`src/rtl/div_repsub_if.sv`:
```
// Start/done handshake bundle for the repeated-subtraction divider.
// The operand bus carries the dividend, then the divisor on the next cycle.
interface div_repsub_if #(
    parameter int WIDTH = 16
);
    logic             start;
    logic [WIDTH-1:0] data_in;
    logic [WIDTH-1:0] quotient;
    logic [WIDTH-1:0] remainder;
    logic             busy;
    logic             done;
    logic             div_by_zero;

    modport master (
        output start, data_in,
        input  quotient, remainder, busy, done, div_by_zero
    );

    modport slave (
        input  start, data_in,
        output quotient, remainder, busy, done, div_by_zero
    );
endinterface

```
`src/rtl/div_repsub.sv`:
```
// Sequential unsigned divider: quotient/remainder by repeated subtraction,
// one subtraction per clock while the working remainder is at least the divisor.
module div_repsub #(
    parameter int WIDTH = 16
) (
    input  logic         clk,
    input  logic         rst_n,
    div_repsub_if.slave  bus
);

    typedef enum logic [2:0] {
        IDLE,
        LDA,
        LDB,
        SUB,
        DONE
    } state_t;

    state_t           state;
    logic [WIDTH-1:0] r_q;
    logic [WIDTH-1:0] b_q;
    logic [WIDTH-1:0] q_q;
    logic             dz_q;
    logic             busy_q;
    logic             done_q;

    logic [WIDTH-1:0] diff;
    logic             r_ge_b;
    logic             b_zero;

    assign diff   = r_q - b_q;
    assign r_ge_b = (r_q >= b_q);
    assign b_zero = (b_q == '0);

    // busy/done are registered alongside the state so they change on the same edge
    always_ff @(posedge clk or negedge rst_n) begin
        if (!rst_n) begin
            state  <= IDLE;
            r_q    <= '0;
            b_q    <= '0;
            q_q    <= '0;
            dz_q   <= 1'b0;
            busy_q <= 1'b0;
            done_q <= 1'b0;
        end else begin
            case (state)
                IDLE: begin
                    if (bus.start) begin
                        state  <= LDA;
                        busy_q <= 1'b1;
                    end
                end
                LDA: begin
                    r_q   <= bus.data_in;
                    state <= LDB;
                end
                LDB: begin
                    b_q   <= bus.data_in;
                    q_q   <= '0;
                    dz_q  <= 1'b0;
                    state <= SUB;
                end
                SUB: begin
                    if (b_zero) begin
                        dz_q   <= 1'b1;
                        q_q    <= '1;
                        state  <= DONE;
                        busy_q <= 1'b0;
                        done_q <= 1'b1;
                    end else if (r_ge_b) begin
                        r_q <= diff;
                        q_q <= q_q + WIDTH'(1);
                    end else begin
                        state  <= DONE;
                        busy_q <= 1'b0;
                        done_q <= 1'b1;
                    end
                end
                DONE: begin
                    if (bus.start) begin
                        state  <= LDA;
                        busy_q <= 1'b1;
                        done_q <= 1'b0;
                    end
                end
                default: begin
                    state  <= IDLE;
                    busy_q <= 1'b0;
                    done_q <= 1'b0;
                end
            endcase
        end
    end

    assign bus.quotient    = q_q;
    assign bus.remainder   = r_q;
    assign bus.div_by_zero = dz_q;
    assign bus.busy        = busy_q;
    assign bus.done        = done_q;

endmodule

```
`src/flat_wrapper.sv`:
```
// flat-port wrapper written by rule: the top's interface ports become plain ports
module div_repsub_flat 
#(
    parameter int WIDTH = 16
)
  (clk, rst_n, bus_start, bus_data_in, bus_quotient, bus_remainder, bus_busy, bus_done, bus_div_by_zero);
  div_repsub_if #(.WIDTH(WIDTH)) bus_i ();
  input  logic clk;
  input  logic rst_n;
  input wire logic [$bits(bus_i.start)-1:0] bus_start;
  input wire logic [$bits(bus_i.data_in)-1:0] bus_data_in;
  output wire logic [$bits(bus_i.quotient)-1:0] bus_quotient;
  output wire logic [$bits(bus_i.remainder)-1:0] bus_remainder;
  output wire logic [$bits(bus_i.busy)-1:0] bus_busy;
  output wire logic [$bits(bus_i.done)-1:0] bus_done;
  output wire logic [$bits(bus_i.div_by_zero)-1:0] bus_div_by_zero;
  assign bus_i.start = bus_start;
  assign bus_i.data_in = bus_data_in;
  assign bus_quotient = bus_i.quotient;
  assign bus_remainder = bus_i.remainder;
  assign bus_busy = bus_i.busy;
  assign bus_done = bus_i.done;
  assign bus_div_by_zero = bus_i.div_by_zero;
  div_repsub #(.WIDTH(WIDTH)) u_core (.clk(clk), .rst_n(rst_n), .bus(bus_i));
endmodule
```
`config.mk`:
```
export PLATFORM = sky130hd
export DESIGN_NAME = div_repsub_flat
export DESIGN_NICKNAME = d
export VERILOG_FILES = /design/src/rtl/div_repsub_if.sv /design/src/rtl/div_repsub.sv /design/src/flat_wrapper.sv
export SDC_FILE = /design/constraint.sdc
export NUM_CORES = 1
export LEC_CHECK = 0
export ABC_AREA = 1
export BUFFER_PORTS_ARGS = -buffer_cell sky130_fd_sc_hd__buf_2
export CAP_MARGIN = 25
export CELL_PAD_IN_SITES_DETAIL_PLACEMENT = 1
export CELL_PAD_IN_SITES_GLOBAL_PLACEMENT = 1
export CORE_MARGIN = 4
export CORE_UTILIZATION = 46
export CTS_BUF_LIST = sky130_fd_sc_hd__clkbuf_2 sky130_fd_sc_hd__clkbuf_4 sky130_fd_sc_hd__clkbuf_8
export DETAILED_ROUTE_END_ITERATION = 10
export GPL_TIMING_DRIVEN = 1
export HOLD_SLACK_MARGIN = 0.02
export PLACE_DENSITY_LB_ADDON = 0.1
export REMOVE_ABC_BUFFERS = 1
export SLEW_MARGIN = 20
export SYNTH_ARGS = -nofsm -noshare
export SYNTH_HDL_FRONTEND = slang
export SYNTH_SLANG_ARGS = --single-unit
```
`constraint.sdc`:
```
create_clock -name clk -period 4.15 [get_ports clk]
set_input_delay 0.83 -clock clk [delete_from_list [all_inputs] [get_ports clk]]
set_output_delay 0.83 -clock clk [all_outputs]
set_load 0.02 [all_outputs]
```
Word-level counts from Yosys, hierarchy flattened. Cells that the tools add are included.

Equal/unequal tests: 11. Reductions and logical operators: 13. Bitwise logic cells: 2. Add/subtract/negate cells: 2. Mux-type cells: 20. Magnitude comparators: 1.

Operator list (number): 16-bit 2-to-1 mux (4); 16-bit case mux with 2 select lines (2); 16-bit by 1-bit adder with 16-bit output (second input constant) (1); 16-bit greater-or-equal comparator (1); 16-bit logical NOT (1); 16-bit subtractor (1); 3-bit case mux with 4 select lines (1); 3-bit 2-to-1 mux (3); 3-bit AND reduction (3); 1-bit 2-to-1 mux (7); 3-bit by 2-bit == test with 1-bit output (second input constant) (2); 2-bit by 1-bit inequality test with 1-bit output (second input constant) (3); 1-bit case mux with 3 select lines (2); 2-bit AND reduction (3); 2-bit inequality test (second input constant) (2); 2-bit nonzero test (2); 2-bit OR reduction (2); 3-bit by 1-bit == test with 1-bit output (second input constant) (1); 3-bit == test (second input constant) (1); 3-bit logical NOT (1); 3-bit by 1-bit inequality test with 1-bit output (second input constant) (1); 3-bit inequality test (second input constant) (1); 3-bit OR reduction (1); 1-bit NOT (2); 1-bit case mux with 2 select lines (1).

Word-level logic and storage cells: 56. Flip-flop bits (word level): 54.

Longest topological paths before layout.
Depth after elaboration: 4. Mapped depth: 15. Depth with buffers taken out: 15.

Least setup slack after synthesis. OpenSTA, ideal clock, no wires.

Path kind: register to register. Start point: reg u_core.r_q[0] (netlist: u_core.bus.remainder[0]). End point: reg u_core.r_q[10] (netlist: u_core.bus.remainder[10]). Clock period less this slack: 2080 ps. Data arrival time: 1963 ps. Library setup time: 117 ps. Setup slack: 2070 ps. Required time: 4033 ps. Stages on the path, launching flop included: 16. Path buffers: 1. Cell sequence: dfrtp_1 -> inv_1 -> ha_1 -> inv_1 -> fa_1 -> nand2_1 -> nand2_1 -> nand3_1 -> nand3_1 -> nand2_1 -> nand2_1 -> nand2_2 -> nand2_4 -> buf_6 -> nand2_1 -> nand2_1.

Longest elaborated chain between the ends: 4. Elaborated cells on any way between the ends: 7. Classes of those cells: add/sub: 1; order compare: 1; eq/ne: 1; mux: 3; reduce/logical: 1.

Ends and longest elaborated chain: start: declaration (RTL line div_repsub.sv:20) `logic [WIDTH-1:0] r_q;`; start signal: assignment (RTL line div_repsub.sv:54) `r_q <= bus.data_in;`; start signal: assignment (RTL line div_repsub.sv:71) `r_q <= diff;`; 16-bit subtractor (RTL line div_repsub.sv:31) `assign diff = r_q - b_q;`; 16-bit 2-to-1 mux (RTL line div_repsub.sv:70) `end else if (r_ge_b) begin`; 16-bit 2-to-1 mux (RTL line div_repsub.sv:64) `if (b_zero) begin`; 16-bit case mux with 2 select lines (RTL line div_repsub.sv:46) `case (state)`.

Several ways; a longest one is shown, not always the timed one. The select of a mux whose other input is x is not followed. A chain may end at the register's enable or synchronous reset.

Worst setup path in the final report.
Start point: reg u_core.r_q[0] (netlist: u_core.bus.remainder[0]). End point: reg u_core.r_q[0] (netlist: u_core.bus.remainder[0]).

Same word-level chain as after synthesis.

==> flow_results.xml <==
<?xml version="1.0" encoding="UTF-8"?>
<metrics>
  <group name="global_route">
    <metric name="grtUsageTotal" unit="">0.2432</metric>
    <metric name="grt-ovfl-total" unit="">0</metric>
    <metric name="grt.met3_usage" unit="">0.02454</metric>
    <metric name="fraction_of_met1_tracks_used_by_global_routing" unit="">0.3199</metric>
    <metric name="grt_pass1_wl" unit="microns">19690</metric>
    <metric name="grt_max_degree" unit="">34</metric>
    <metric name="gr_layer_usage_met2" unit="">0.4349</metric>
    <metric name="grt_pass1_vias" unit="">4164</metric>
    <metric name="antenna_found_initial" unit="">0</metric>
    <metric name="global_route.peak_usage_layer" unit="">met2</metric>
  </group>
  <group name="place">
    <metric name="dp.cells" unit="">719</metric>
    <metric name="place_hpwl" unit="microns">8697</metric>
    <metric name="io_buffer_count" unit="">53</metric>
    <metric name="preCtsSetupSlack" unit="ns">1.519</metric>
    <metric name="routabilityCongestion" unit="">0.8498</metric>
    <metric name="placedInstanceArea" unit="sq um">4144</metric>
  </group>
  <group name="route">
    <metric name="wl" unit="microns">11460</metric>
    <metric name="vias_per_cell" unit="">5.191</metric>
    <metric name="iteration_count_of_the_initial_detailed_routing_pass" unit="">4</metric>
    <metric name="via_count" unit="">3774</metric>
    <metric name="drtIter0Drc" unit="">103</metric>
    <metric name="ant_nets" unit="">0</metric>
    <metric name="wl_per_cell" unit="microns">15.76</metric>
    <metric name="drt_drc_violations_left" unit="">0</metric>
  </group>
  <group name="synth">
    <metric name="syn_area_per_cell" unit="sq um">6.670</metric>
    <metric name="synth.distinct_cells" unit="">31</metric>
    <metric name="asyncSetResetFlopFracSynth" unit="">1.000</metric>
    <metric name="syn-cell-area" unit="sq um">3829</metric>
    <metric name="synth-edff-count" unit="">0</metric>
    <metric name="ys_dominant_reg_cell" unit="">sky130_fd_sc_hd__dfrtp_1</metric>
    <metric name="ys.warnings.count" unit="">0</metric>
    <metric name="seq_area_frac_synth" unit="">0.3529</metric>
    <metric name="syn_inst" unit="">574</metric>
    <metric name="synth-seq-cells" unit="">54</metric>
  </group>
  <group name="critical_path">
    <metric name="total_stage_count_of_the_critical_path" unit="">13</metric>
    <metric name="critPathRequiredTime" unit="ns">4.39</metric>
    <metric name="cp_cell_sequence" unit="">inv_1, ha_1, inv_1, fa_1, nand2_1, nand2_1, nand3_1, nand3_1, nand2_1, nand2_1, nand2_2, nand2_4, o21ai_0</metric>
    <metric name="worst_r2r_path_depth" unit="">13</metric>
    <metric name="r2r_slack" unit="ns">1.48</metric>
    <metric name="critical_path.endpoint_type" unit="">register</metric>
    <metric name="critical-path-max-stage-delay" unit="ns">0.41</metric>
    <metric name="critical_path_peak_fanout" unit="">21</metric>
    <metric name="setup.worst_path.class" unit="">register to register</metric>
    <metric name="cp_num_buf_inv" unit="">2</metric>
    <metric name="critical_path.startpoint_type" unit="">register</metric>
    <metric name="crit_top_cell" unit="">sky130_fd_sc_hd__nand2_1</metric>
    <metric name="critical_path_arrival" unit="ns">2.90</metric>
    <metric name="crit_slowest_cell" unit="">sky130_fd_sc_hd__nand2_2</metric>
    <metric name="critPathTopFamily" unit="">simple AND/OR/NAND/NOR gates</metric>
  </group>
  <group name="sta">
    <metric name="report.final.slew_viol_count" unit="">0</metric>
    <metric name="fin_skew" unit="ns">0.01092</metric>
    <metric name="max_clock_freq" unit="GHz">0.3750</metric>
    <metric name="timing_hold_violations_final" unit="">0</metric>
    <metric name="fin_tns_setup" unit="ns">0</metric>
    <metric name="final.period_utilization" unit="">0.6426</metric>
    <metric name="timing.max_slew.rel_slack" unit="">0.3818</metric>
    <metric name="finalSetupViolCount" unit="">0</metric>
    <metric name="period_needed" unit="ns">2.667</metric>
    <metric name="grt_setup_unrepaired" unit="">no</metric>
    <metric name="final_setup_slack_of_the_worst_path" unit="ns">1.483</metric>
    <metric name="worst_slew_pin_slew" unit="ns">0.9247</metric>
  </group>
  <group name="clock_network">
    <metric name="ctsLongestPathBuffers" unit="">2</metric>
    <metric name="clk_pin_slew_worst_paths" unit="ns">0.12</metric>
    <metric name="cts_buffers" unit="">5</metric>
    <metric name="holdBufCountCts" unit="">0</metric>
    <metric name="cts_sinks" unit="">54</metric>
    <metric name="cts_tree" unit="">done</metric>
    <metric name="clock_latency" unit="ns">0.32</metric>
    <metric name="cts_max_level" unit="">2</metric>
    <metric name="clockRootBuffer" unit="">sky130_fd_sc_hd__clkbuf_8</metric>
    <metric name="cts.repair.resized" unit="">0</metric>
    <metric name="postcts_setup_bufs" unit="">0</metric>
  </group>
  <group name="die">
    <metric name="rows" unit="">33</metric>
    <metric name="die_height" unit="microns">99.23</metric>
    <metric name="width_of_the_die" unit="microns">99.23</metric>
    <metric name="fp.dieArea" unit="sq um">9847</metric>
    <metric name="top_level_ports" unit="">54</metric>
    <metric name="core-area" unit="sq um">8175</metric>
    <metric name="initial_utilization" unit="">0.4683</metric>
  </group>
  <group name="layout">
    <metric name="final-instance-count-excl-fill" unit="">727</metric>
    <metric name="syn_to_final_growth" unit="%">11.27</metric>
    <metric name="layout.cell_area.non_filler" unit="sq um">4260</metric>
    <metric name="nFillCells" unit="">1128</metric>
    <metric name="final_net_count" unit="">658</metric>
    <metric name="antenna-diode-count" unit="">0</metric>
    <metric name="drive_above_1_share" unit="">0.1350</metric>
    <metric name="finalCoreUtilization" unit="">0.5211</metric>
  </group>
  <group name="power_and_ir_drop">
    <metric name="max-vdd-ir-drop" unit="mV">0.3576</metric>
    <metric name="power_leakage" unit="nW">2.346</metric>
    <metric name="power_per_cell_area" unit="nW/um^2">857.0</metric>
  </group>
  <group name="worst_hold_path">
    <metric name="hold_path_class" unit="">primary input to async pin</metric>
  </group>
  <group name="run_status">
    <metric name="outcome" unit="">completed</metric>
  </group>
  <group name="run">
    <metric name="maxCapViolCount" unit="">0</metric>
  </group>
</metrics>
==> area by class of cell <==
class | instances | area (sq um) | share of cell area
multi-input combinational | 424 | 2077 | 0.4875
tap | 105 | 131.4 | 0.03084
clock buffer | 5 | 68.82 | 0.01615
inverter | 81 | 304.0 | 0.07137
clock inverter | 3 | 47.55 | 0.01116
timing repair buffer | 55 | 280.3 | 0.06579
sequential | 54 | 1351 | 0.3172
==> through the flow <==
stage,hold WS [ns],total power (W)
2_1_floorplan,0.4681,0.002561
3_3_place_gp,0.4649,0.003136
3_5_place_dp,0.4706,0.003268
4_1_cts,0.4992,0.003666
5_1_grt,0.5347,0.004051
6_report,0.4980,0.003651
==> logic make-up (layout without fill, tap and decap cells) <==
group | count (synthesis) | count (layout) | share of synthesized area
simple gates | 340 | 340 | 0.3833
buf+inv | 96 | 144 | 0.1052
compound gates | 59 | 59 | 0.08170
flops | 54 | 54 | 0.3529
fa+ha+maj | 18 | 18 | 0.06078
xor+xnor | 7 | 7 | 0.01601
==> worst paths after layout <==
check / end / startpoint
max: u_core.bus.remainder[0]$_DFFE_PN0P_ / u_core.bus.remainder[0]$_DFFE_PN0P_
min: u_core.b_q[14]$_DFFE_PN0P_ / rst_n
max reg2reg: u_core.bus.remainder[0]$_DFFE_PN0P_ / u_core.bus.remainder[0]$_DFFE_PN0P_
min reg2reg: u_core.bus.busy$_DFFE_PN0P_ / u_core.bus.busy$_DFFE_PN0P_
max in group asynchronous: u_core.bus.quotient[11]$_DFFE_PN0P_ / rst_n
min in group clk: u_core.bus.busy$_DFFE_PN0P_ / u_core.bus.busy$_DFFE_PN0P_
==> state kept, by name, summed over array words and instances (netlist names) <==
register / cells
u_core.b_q: 16
u_core.bus.busy: 1
u_core.bus.div_by_zero: 1
u_core.bus.done: 1
u_core.bus.quotient: 16
u_core.bus.remainder: 16
u_core.state: 3
==> power by group <==
part	switching, W	internal (W)	total, W
clock network	0.000204	0.000185	0.000389
registers	0.000122	0.000712	0.000834
logic	0.00166	0.000768	0.00243
total	0.00199	0.00166	0.00365
==> routing by layer <==
layer	share of wire	routed length, microns
met1	0.46	5237
met5	0	0
met4	0.012	133
met3	0.033	373
met2	0.50	5711
==> synth_stat cells, types with 2 or more instances <==
| cell | n | area share |
|---|---|---|
| sky130_fd_sc_hd__inv_1 | 77 | 0.075 |
| sky130_fd_sc_hd__nand4_1 | 10 | 0.016 |
| sky130_fd_sc_hd__xor2_1 | 4 | 0.0091 |
| sky130_fd_sc_hd__a21oi_1 | 9 | 0.012 |
| sky130_fd_sc_hd__nand3_1 | 57 | 0.075 |
| sky130_fd_sc_hd__nand2_1 | 216 | 0.21 |
| sky130_fd_sc_hd__xnor2_1 | 3 | 0.0069 |
| sky130_fd_sc_hd__buf_6 | 4 | 0.012 |
| sky130_fd_sc_hd__nor3_1 | 8 | 0.010 |
| sky130_fd_sc_hd__inv_2 | 4 | 0.0039 |
| sky130_fd_sc_hd__nor2_1 | 30 | 0.029 |
| sky130_fd_sc_hd__nand2_2 | 2 | 0.0033 |
| sky130_fd_sc_hd__or2_2 | 6 | 0.0098 |
| sky130_fd_sc_hd__ha_1 | 17 | 0.056 |
| sky130_fd_sc_hd__buf_2 | 4 | 0.0052 |
| sky130_fd_sc_hd__dfrtp_1 | 54 | 0.35 |
| sky130_fd_sc_hd__nand3b_1 | 4 | 0.0078 |
| sky130_fd_sc_hd__nand2_4 | 2 | 0.0059 |
| sky130_fd_sc_hd__o21ai_1 | 17 | 0.022 |
| sky130_fd_sc_hd__buf_4 | 2 | 0.0039 |
| sky130_fd_sc_hd__clkbuf_1 | 5 | 0.0049 |
| sky130_fd_sc_hd__o21ai_0 | 30 | 0.039 |
==> cell usage in the layout, fill, tap and decap left out, types with 5 or more instances in the layout <==
cell type,instances
sky130_fd_sc_hd__o21ai_0,30
sky130_fd_sc_hd__nand4_1,10
sky130_fd_sc_hd__or2_2,6
sky130_fd_sc_hd__a21oi_1,9
sky130_fd_sc_hd__dfrtp_1,54
sky130_fd_sc_hd__inv_1,77
sky130_fd_sc_hd__clkbuf_8,5
sky130_fd_sc_hd__nor2_1,29
sky130_fd_sc_hd__ha_1,17
sky130_fd_sc_hd__buf_2,53
sky130_fd_sc_hd__nor3_1,8
sky130_fd_sc_hd__nand2_1,216
sky130_fd_sc_hd__nand3_1,57
sky130_fd_sc_hd__o21ai_1,17
No activity file was read; power rests on OpenSTA's default activity.
